`config.mk`:
```
export PLATFORM = sky130hd
export DESIGN_NAME = sram_dp_sync_flat
export DESIGN_NICKNAME = d
export VERILOG_FILES = /design/src/rtl/sram_dp_sync_if.sv /design/src/rtl/sram_dp_sync.sv /design/src/flat_wrapper.sv
export SDC_FILE = /design/constraint.sdc
export NUM_CORES = 2
export LEC_CHECK = 0
export CORE_UTILIZATION = 50
export DETAILED_ROUTE_END_ITERATION = 16
export PLACE_DENSITY = 0.67
export SLEW_MARGIN = 25
export SYNTH_ARGS = -nofsm -noshare
export SYNTH_HDL_FRONTEND = slang
export SYNTH_SLANG_ARGS = --single-unit
export TNS_END_PERCENT = 30
```
`constraint.sdc`:
```
create_clock -name clk -period 6.3 [get_ports clk]
set_input_delay 0.945 -clock clk [delete_from_list [all_inputs] [get_ports clk]]
set_output_delay 0.945 -clock clk [all_outputs]
set_load 0.01 [all_outputs]
```
`src/rtl/sram_dp_sync_if.sv`:
```
// ---------------------------------------------------------------------------
// sram_dp_sync_if
//   Bundle of the two request/response ports of the dual-port synchronous
//   SRAM plus its status flags.
//
//   Per port X in {a, b}:
//     x_en     request strobe, sampled on the rising clock edge
//     x_we     1 = write, 0 = read
//     x_be     byte write enables (one bit per byte of x_wdata)
//     x_addr   word address
//     x_wdata  write data
//     x_rdata  read data; holds its last value while x_rvalid is 0
//     x_rvalid one-cycle pulse marking new data on x_rdata
//   Status:
//     init_busy  memory clear in progress; requests are ignored while high
//     collision  one-cycle pulse: same-address access with at least one write
//
//   Handshake: there is no back-pressure. A request is taken on every rising
//   edge where x_en=1 and init_busy=0; a taken read produces exactly one
//   x_rvalid pulse after a fixed latency, a taken write produces none.
//
//   Modports: master = requester side, slave = memory side.
// ---------------------------------------------------------------------------
interface sram_dp_sync_if #(
    parameter int DW = 32,
    parameter int AW = 5
);
    logic            a_en;
    logic            a_we;
    logic [DW/8-1:0] a_be;
    logic [AW-1:0]   a_addr;
    logic [DW-1:0]   a_wdata;
    logic [DW-1:0]   a_rdata;
    logic            a_rvalid;

    logic            b_en;
    logic            b_we;
    logic [DW/8-1:0] b_be;
    logic [AW-1:0]   b_addr;
    logic [DW-1:0]   b_wdata;
    logic [DW-1:0]   b_rdata;
    logic            b_rvalid;

    logic            init_busy;
    logic            collision;

    modport master (
        output a_en, a_we, a_be, a_addr, a_wdata,
        input  a_rdata, a_rvalid,
        output b_en, b_we, b_be, b_addr, b_wdata,
        input  b_rdata, b_rvalid,
        input  init_busy, collision
    );

    modport slave (
        input  a_en, a_we, a_be, a_addr, a_wdata,
        output a_rdata, a_rvalid,
        input  b_en, b_we, b_be, b_addr, b_wdata,
        output b_rdata, b_rvalid,
        output init_busy, collision
    );
endinterface

```
`src/rtl/sram_dp_sync.sv`:
```
// ---------------------------------------------------------------------------
// sram_dp_sync
//   True dual-port synchronous SRAM, DEPTH = 2**AW words of DW bits, with
//   byte write enables, an optional read output register and a hardware
//   clear sequence that zeroes every word after reset.
//
//   Ports:
//     clk          single clock, all state updates on its rising edge
//     rst_n        asynchronous active-low reset
//     bus          sram_dp_sync_if.slave: ports A/B, init_busy, collision
//     o_dbg_state  init FSM state (0 = CLEAR, 1 = READY)
//
//   Parameters:
//     DW       data width, multiple of 8
//     AW       address width
//     OUT_REG  read pipeline stages after the array: 0 or 1
// ---------------------------------------------------------------------------
module sram_dp_sync #(
    parameter int DW      = 32,
    parameter int AW      = 5,
    parameter int OUT_REG = 0
) (
    input  logic          clk,
    input  logic          rst_n,
    sram_dp_sync_if.slave bus,
    output logic          o_dbg_state
);
    localparam int DEPTH = 2 ** AW;
    localparam int NB    = DW / 8;

    if ((DW % 8) != 0) begin : g_bad_dw
        $error("sram_dp_sync: DW must be a multiple of 8");
    end
    if ((OUT_REG != 0) && (OUT_REG != 1)) begin : g_bad_out_reg
        $error("sram_dp_sync: OUT_REG must be 0 or 1");
    end

    typedef enum logic {
        CLEAR = 1'b0,
        READY = 1'b1
    } state_t;

    state_t        r_state;
    logic [AW-1:0] r_clr_cnt;
    logic          r_busy;

    logic [DW-1:0] r_mem [DEPTH];

    logic          w_a_acc, w_a_wr, w_a_rd;
    logic          w_b_acc, w_b_wr, w_b_rd;

    logic [DW-1:0] r_a_rd0, r_b_rd0;
    logic          r_a_v0, r_b_v0;
    logic          r_coll;

    // ---------------------------------------------------------------------
    // Init FSM: walk the counter through every address once, then park in
    // READY. r_busy is registered so it drops on the same edge that clears
    // the last word, giving exactly DEPTH busy cycles after reset release.
    // ---------------------------------------------------------------------
    always_ff @(posedge clk or negedge rst_n) begin
        if (!rst_n) begin
            r_state   <= CLEAR;
            r_clr_cnt <= '0;
            r_busy    <= 1'b1;
        end else if (r_state == CLEAR) begin
            r_clr_cnt <= r_clr_cnt + 1'b1;
            if (r_clr_cnt == {AW{1'b1}}) begin
                r_state <= READY;
                r_busy  <= 1'b0;
            end
        end
    end

    assign o_dbg_state = (r_state == READY);

    assign w_a_acc = bus.a_en & ~r_busy;
    assign w_a_wr  = w_a_acc &  bus.a_we;
    assign w_a_rd  = w_a_acc & ~bus.a_we;
    assign w_b_acc = bus.b_en & ~r_busy;
    assign w_b_wr  = w_b_acc &  bus.b_we;
    assign w_b_rd  = w_b_acc & ~bus.b_we;

    // ---------------------------------------------------------------------
    // Array. Not reset: contents come only from the clear sequence and from
    // port writes. Port B bytes are assigned before port A bytes so that on
    // a same-address, same-byte conflict the later assignment (A) wins.
    // Clear writes and port writes never coincide because ports are gated
    // off while busy.
    // ---------------------------------------------------------------------
    always_ff @(posedge clk) begin
        if (r_state == CLEAR) begin
            r_mem[r_clr_cnt] <= '0;
        end
        for (int i = 0; i < NB; i++) begin
            if (w_b_wr && bus.b_be[i]) begin
                r_mem[bus.b_addr][i*8 +: 8] <= bus.b_wdata[i*8 +: 8];
            end
            if (w_a_wr && bus.a_be[i]) begin
                r_mem[bus.a_addr][i*8 +: 8] <= bus.a_wdata[i*8 +: 8];
            end
        end
    end

    // ---------------------------------------------------------------------
    // First read stage and collision flag. Reads sample the array before
    // this edge's writes land, so a read racing a write returns old data.
    // Data registers load only on a read so rdata holds between pulses.
    // ---------------------------------------------------------------------
    always_ff @(posedge clk or negedge rst_n) begin
        if (!rst_n) begin
            r_a_rd0 <= '0;
            r_b_rd0 <= '0;
            r_a_v0  <= 1'b0;
            r_b_v0  <= 1'b0;
            r_coll  <= 1'b0;
        end else begin
            r_a_v0 <= w_a_rd;
            r_b_v0 <= w_b_rd;
            if (w_a_rd) begin
                r_a_rd0 <= r_mem[bus.a_addr];
            end
            if (w_b_rd) begin
                r_b_rd0 <= r_mem[bus.b_addr];
            end
            r_coll <= w_a_acc & w_b_acc & (bus.a_addr == bus.b_addr)
                      & (bus.a_we | bus.b_we);
        end
    end

    assign bus.init_busy = r_busy;
    assign bus.collision = r_coll;

    // ---------------------------------------------------------------------
    // Optional output register: one extra cycle on data and valid only;
    // collision timing is unaffected.
    // ---------------------------------------------------------------------
    if (OUT_REG == 1) begin : g_out_reg
        logic [DW-1:0] r_a_rd1, r_b_rd1;
        logic          r_a_v1, r_b_v1;

        always_ff @(posedge clk or negedge rst_n) begin
            if (!rst_n) begin
                r_a_rd1 <= '0;
                r_b_rd1 <= '0;
                r_a_v1  <= 1'b0;
                r_b_v1  <= 1'b0;
            end else begin
                r_a_v1 <= r_a_v0;
                r_b_v1 <= r_b_v0;
                if (r_a_v0) begin
                    r_a_rd1 <= r_a_rd0;
                end
                if (r_b_v0) begin
                    r_b_rd1 <= r_b_rd0;
                end
            end
        end

        assign bus.a_rdata  = r_a_rd1;
        assign bus.a_rvalid = r_a_v1;
        assign bus.b_rdata  = r_b_rd1;
        assign bus.b_rvalid = r_b_v1;
    end else begin : g_out_direct
        assign bus.a_rdata  = r_a_rd0;
        assign bus.a_rvalid = r_a_v0;
        assign bus.b_rdata  = r_b_rd0;
        assign bus.b_rvalid = r_b_v0;
    end
endmodule

```
`src/flat_wrapper.sv`:
```
// flat-port wrapper written by rule: the top's interface ports become plain ports
module sram_dp_sync_flat 
#(
    parameter int DW      = 32,
    parameter int AW      = 5,
    parameter int OUT_REG = 0
)
  (clk, rst_n, o_dbg_state, bus_a_en, bus_a_we, bus_a_be, bus_a_addr, bus_a_wdata, bus_a_rdata, bus_a_rvalid, bus_b_en, bus_b_we, bus_b_be, bus_b_addr, bus_b_wdata, bus_b_rdata, bus_b_rvalid, bus_init_busy, bus_collision);
  sram_dp_sync_if #(.DW(DW), .AW(AW)) bus_i ();
  input  logic clk;
  input  logic rst_n;
  output logic o_dbg_state;
  input wire logic [$bits(bus_i.a_en)-1:0] bus_a_en;
  input wire logic [$bits(bus_i.a_we)-1:0] bus_a_we;
  input wire logic [$bits(bus_i.a_be)-1:0] bus_a_be;
  input wire logic [$bits(bus_i.a_addr)-1:0] bus_a_addr;
  input wire logic [$bits(bus_i.a_wdata)-1:0] bus_a_wdata;
  output wire logic [$bits(bus_i.a_rdata)-1:0] bus_a_rdata;
  output wire logic [$bits(bus_i.a_rvalid)-1:0] bus_a_rvalid;
  input wire logic [$bits(bus_i.b_en)-1:0] bus_b_en;
  input wire logic [$bits(bus_i.b_we)-1:0] bus_b_we;
  input wire logic [$bits(bus_i.b_be)-1:0] bus_b_be;
  input wire logic [$bits(bus_i.b_addr)-1:0] bus_b_addr;
  input wire logic [$bits(bus_i.b_wdata)-1:0] bus_b_wdata;
  output wire logic [$bits(bus_i.b_rdata)-1:0] bus_b_rdata;
  output wire logic [$bits(bus_i.b_rvalid)-1:0] bus_b_rvalid;
  output wire logic [$bits(bus_i.init_busy)-1:0] bus_init_busy;
  output wire logic [$bits(bus_i.collision)-1:0] bus_collision;
  assign bus_i.a_en = bus_a_en;
  assign bus_i.a_we = bus_a_we;
  assign bus_i.a_be = bus_a_be;
  assign bus_i.a_addr = bus_a_addr;
  assign bus_i.a_wdata = bus_a_wdata;
  assign bus_a_rdata = bus_i.a_rdata;
  assign bus_a_rvalid = bus_i.a_rvalid;
  assign bus_i.b_en = bus_b_en;
  assign bus_i.b_we = bus_b_we;
  assign bus_i.b_be = bus_b_be;
  assign bus_i.b_addr = bus_b_addr;
  assign bus_i.b_wdata = bus_b_wdata;
  assign bus_b_rdata = bus_i.b_rdata;
  assign bus_b_rvalid = bus_i.b_rvalid;
  assign bus_init_busy = bus_i.init_busy;
  assign bus_collision = bus_i.collision;
  sram_dp_sync #(.DW(DW), .AW(AW), .OUT_REG(OUT_REG)) u_core (.clk(clk), .rst_n(rst_n), .bus(bus_i), .o_dbg_state(o_dbg_state));
endmodule
```
; Word-level counts from Yosys, hierarchy flattened
; Memories as Yosys holds them, arrays and structs flattened. A register that Yosys moved wholly into a read port is not among the register bits.
; Index checks and enable logic that the tools add are counted.
; W data, S select, Z words.
[classes]
addsub = 1
mul = 0
n_div = 0
magnitude_cmp = 0
eq_ne = 2
shifts = 0
mux = 19
bitwise_logic = 14
reduce_logical = 11
[op_table]
columns = cell, count
row1 = $mux W1, 19
row2 = $and A1 B1 Y1, 9
row3 = $logic_and A1 B1 Y1, 8
row4 = $add A5 B1 Y5 const B, 1
row5 = $eq A5 B5 Y1, 1
row6 = $eq A5 B5 Y1 const B, 1
row7 = $not A1 Y1, 4
row8 = $logic_not A1 Y1, 2
row9 = $reduce_and A2 Y1, 1
row10 = $or A1 B1 Y1, 1
[totals]
regBits = 10
latch_bits = 0
ram_bits = 1024
romBits = 0
inputBits = 88
out_inout_bits = 69
wordCells = 54
mem_count = 1
[mem_list]
columns = name, words, word_bits, rd, rd_clocked_by_memory_dff, write_ports, line
row1 = u_core.r_mem, 32, 32, 2, 2, 3, sram_dp_sync.sv:47  ; logic [DW-1:0] r_mem [DEPTH];

; Depth between registers and ports, before layout
[logic_depth]
word_depth = 6
ltp_mapped = 10
depth_no_buf = 7

; Worst setup path before layout
; No wires, ideal clock.
[synth_timing]
path_kind = input to register
from = input port bus_b_addr[3]
to = memory u_core.r_mem[3][24] (enable)
setup_time_ns = 0.329
arrival_ns = 2.474
required_time_ns = 5.971
setup_slack_ns = 3.497
stages = 8
path_buffers = 5
path_cell_list = buf_2 > buf_2 > buf_4 > nor3_1 > clkbuf_1 > buf_2 > a21oi_1 > nand2_1
[synth_rtl]
columns = item, line
row1 = from (decl), flat_wrapper.sv:23  ; input wire logic [$bits(bus_i.b_addr)-1:0] bus_b_addr;
row2 = to (decl), sram_dp_sync.sv:47

==> reports/qor.csv <==
stage,metric,value,unit
run_status,status,"finished, final reports clean",
cells_and_area,nNetsFinal,4737,
floorplan,fp.dieH,359.8,µm
pwr,powerDensity,243.4,mW/mm²
yosys,netlist_instances,4674,
yosys,netlist_top_cells_count,"a22o_1, edfxtp_1, mux2i_1",
worst_setup_path,endpoint_kind,flip-flop,
cells_and_area,multi_input_area,0.02925,mm²
global_route,globalRoute.totalOverflow,0,
yosys,avgSynthCellArea,13.69,µm²
pwr,seqPwrFrac,0.474,
floorplan,die_area,0.1294,mm²
timing,worstMarginPinSlew,1.357,ns
route,antenna_left,0,
route,drtPass1Iterations,9,
clock_network,post-cts-setup-buffers,0,
timing,period_minus_slack,3.904,ns
pwr,ir_worst_vdd,0.2378,mV
worst_setup_path,regToRegSetupSlack,2.86,ns
worst_setup_path,crit_path_max_fanout,24,
yosys,synth_edf_count,1024,
timing,period_share,0.6196,
clock_network,cts-root-buf,clkbuf_16,
timing,setup_viol,0,
floorplan,fp-row-count,130,
route,vias,52235,
yosys,yosysUniqueCellTypes,73,
worst_setup_path,crit_type,in2reg,
clock_network,cts_resized,0,
pwr,internal_power,12.68,mW
clock_network,ctsHoldBuffers,0,
floorplan,core-area,0.1262,mm²
route,routedWlPerCell,44.78,µm
pwr,clockPowerShare,0.423,
worst_setup_path,crit_required,6.70,ns
route,wl,286300,µm
yosys,dominantRegCellSynth,edfxtp_1,
yosys,postSynth.asyncResetShare,0.06740,
clock_network,tritoncts,built,
placement,dp_hpwl,188000,µm
cells_and_area,drive_gt1_frac,0.2163,
yosys,yosysSeqAreaShare,0.5095,
global_route,antenna_found_initial,16,
pwr,sw_frac_of_total,0.2614,
cells_and_area,area_growth,10.24,%
global_route,grtUsageTotal,0.4326,
clock_network,cts_buffer_depth,3,
worst_hold_path,holdCritPathClass,in2async,
worst_setup_path,r2r-end,u_core.r_mem[11][28],
global_route,grt_first_pass_wirelength,389300,µm
route,first_iter_violations,10152,
yosys,synth_area,0.06399,mm²
worst_setup_path,critPathLaunchType,input port,
yosys,ys_warn_count,0,
pwr,p_switching,4.488,mW
timing,fin_skew,0.02762,ns
cells_and_area,seqCellArea,0.03260,mm²
worst_setup_path,reg2reg_from,u_core.o_dbg_state,
clock_network,numCtsBuffers,117,
clock_network,h-tree-depth,3,
timing,rsz0062_at_grt,false,
pwr,power_frac_comb,0.103,
cells_and_area,fill_cells,10199,
pwr,power.leakage,21.41,nW
worst_setup_path,crit_path_end,u_core.r_mem[0][24],
yosys,synthTopCellsByArea,"edfxtp_1, a22o_1, mux4_2",
worst_setup_path,rr_worst_depth,3,
clock_network,clk_latency,0.78,ns
floorplan,die_w,359.8,µm
timing,slew_headroom,0.09183,
yosys,synth_top_area_frac,0.4805,
pwr,total_power,17.17,mW
worst_setup_path,crit_arrival,4.31,ns
clock_network,clk_pin_slew,0.06,ns
placement,io_buffer_count,156,
timing,fin_tns_setup,0,ns
global_route,grt_max_degree,97,
worst_setup_path,startpoint,bus_a_addr[3],
yosys,synthesis.nets,4767,
floorplan,io_pins,157,
route,via_per_inst,8.169,
floorplan,initial_core_util,0.5070,
timing,slew_violations,0,
run,cap_violations,0,
yosys,yosys.area.top_type,edfxtp_1,
route,drc_errors,0,
timing,hold_viol,0,
timing,fmax,256.2,MHz
yosys,synth-seq-cells,1098,
placement,globalplace.congestion,1.037,
yosys,yosysMostFrequentCell,a22o_1,
global_route,grt_pass1_vias,47605,
clock_network,cts_sinks,1098,
## power groups by stage
stage	Clock, mW	Sequential [mW]	Combinational, mW
2_1_floorplan	0	8.22	0.867
3_3_place_gp	0	8.28	1.67
3_5_place_dp	0	8.28	1.68
4_1_cts	7.18	8.13	1.68
5_1_grt	7.42	8.13	1.76
6_report	7.26	8.14	1.77
## worst max-delay path, stage by stage
cell and delay (ns):
buf_4 0.27, inv_2 0.81, nand2_2 0.88, nor2_2 0.80, a21oi_1 0.08, nand2_1 0.44
## state kept, by name (all words and copies together) (netlist names)
signal                cells
u_core.r_mem           1024
u_core.bus.a_rdata       32
u_core.bus.b_rdata       32
u_core.r_clr_cnt          5
u_core.bus.a_rvalid       1
u_core.bus.b_rvalid       1
u_core.bus.collision      1
u_core.bus.init_busy      1
u_core.o_dbg_state        1
## kinds of logic (layout without fill, tap and decap cells)
logic type | Yosys count | in the layout | synth area share
buffers and inverters | 464 | 525 | 0.03562
AO/OA/AOI/OAI | 1592 | 1592 | 0.1978
AND/OR/NAND/NOR | 803 | 803 | 0.08095
multiplexers | 704 | 704 | 0.1741
XOR/XNOR | 8 | 8 | 0.001095
flip-flops | 1098 | 1098 | 0.5095
other | 0 | 9 | 0
adder cells (fa/ha/maj) | 5 | 5 | 0.0009776
## per-layer routing
layer	track usage	vias to the layer above	wire, µm
met3	0.1939	1162	51500
met2	0.5984	5423	117000
met1	0.5457	26086	94410
li1	-	19528	-
met5	0.02183	-	438
met4	0.2791	36	22980
## stage by stage
step	worst slack (ns)	cells	util	cell area (µm²)	hold slack (ns)
2_1_floorplan	3.497	4674	-	63990	0.5062
3_3_place_gp	1.738	6173	0.5278	66620	0.5412
3_5_place_dp	1.685	6174	0.5279	66630	0.5471
4_1_cts	2.480	6384	0.5586	70510	0.1740
5_1_grt	2.436	6389	0.5588	70530	0.2206
6_report	2.396	6394	0.5589	70550	0.1973
## cell type report
type	instances	area share
clock buffers	138	0.04379
diodes	9	0.0003193
well taps	1650	0.02926
multi-input cells	3112	0.4147
clock inverters	72	0.01116
inverters	8	0.0004966
repair buffers	307	0.03813
flip-flops and latches	1098	0.4622
## how the worst min path moves through the flow
stage,start,end,slack (ns),depth (start not counted)
after floorplan,u_core.r_clr_cnt[0],u_core.r_clr_cnt[0],0.51,1
after global placement,u_core.r_clr_cnt[0],u_core.r_clr_cnt[0],0.54,1
after detailed placement,u_core.r_clr_cnt[0],u_core.r_clr_cnt[0],0.55,1
after CTS,rst_n,u_core.bus.a_rdata[29],0.17,1
after global routing,rst_n,u_core.bus.b_rdata[29],0.22,1
final,rst_n,u_core.bus.a_rdata[25],0.20,1
## cells in the final DEF, fill, tap and decap left out, types with 112 or more instances in the layout
master	count
edfxtp_1	1024
clkbuf_16	119
a22o_1	1058
mux2i_1	358
a21oi_1	156
nor2_2	154
nand2_1	218
clkdlybuf4s50_1	135
buf_4	149
mux4_2	325
nor2_1	112
Power figures use the tool's default switching activity.
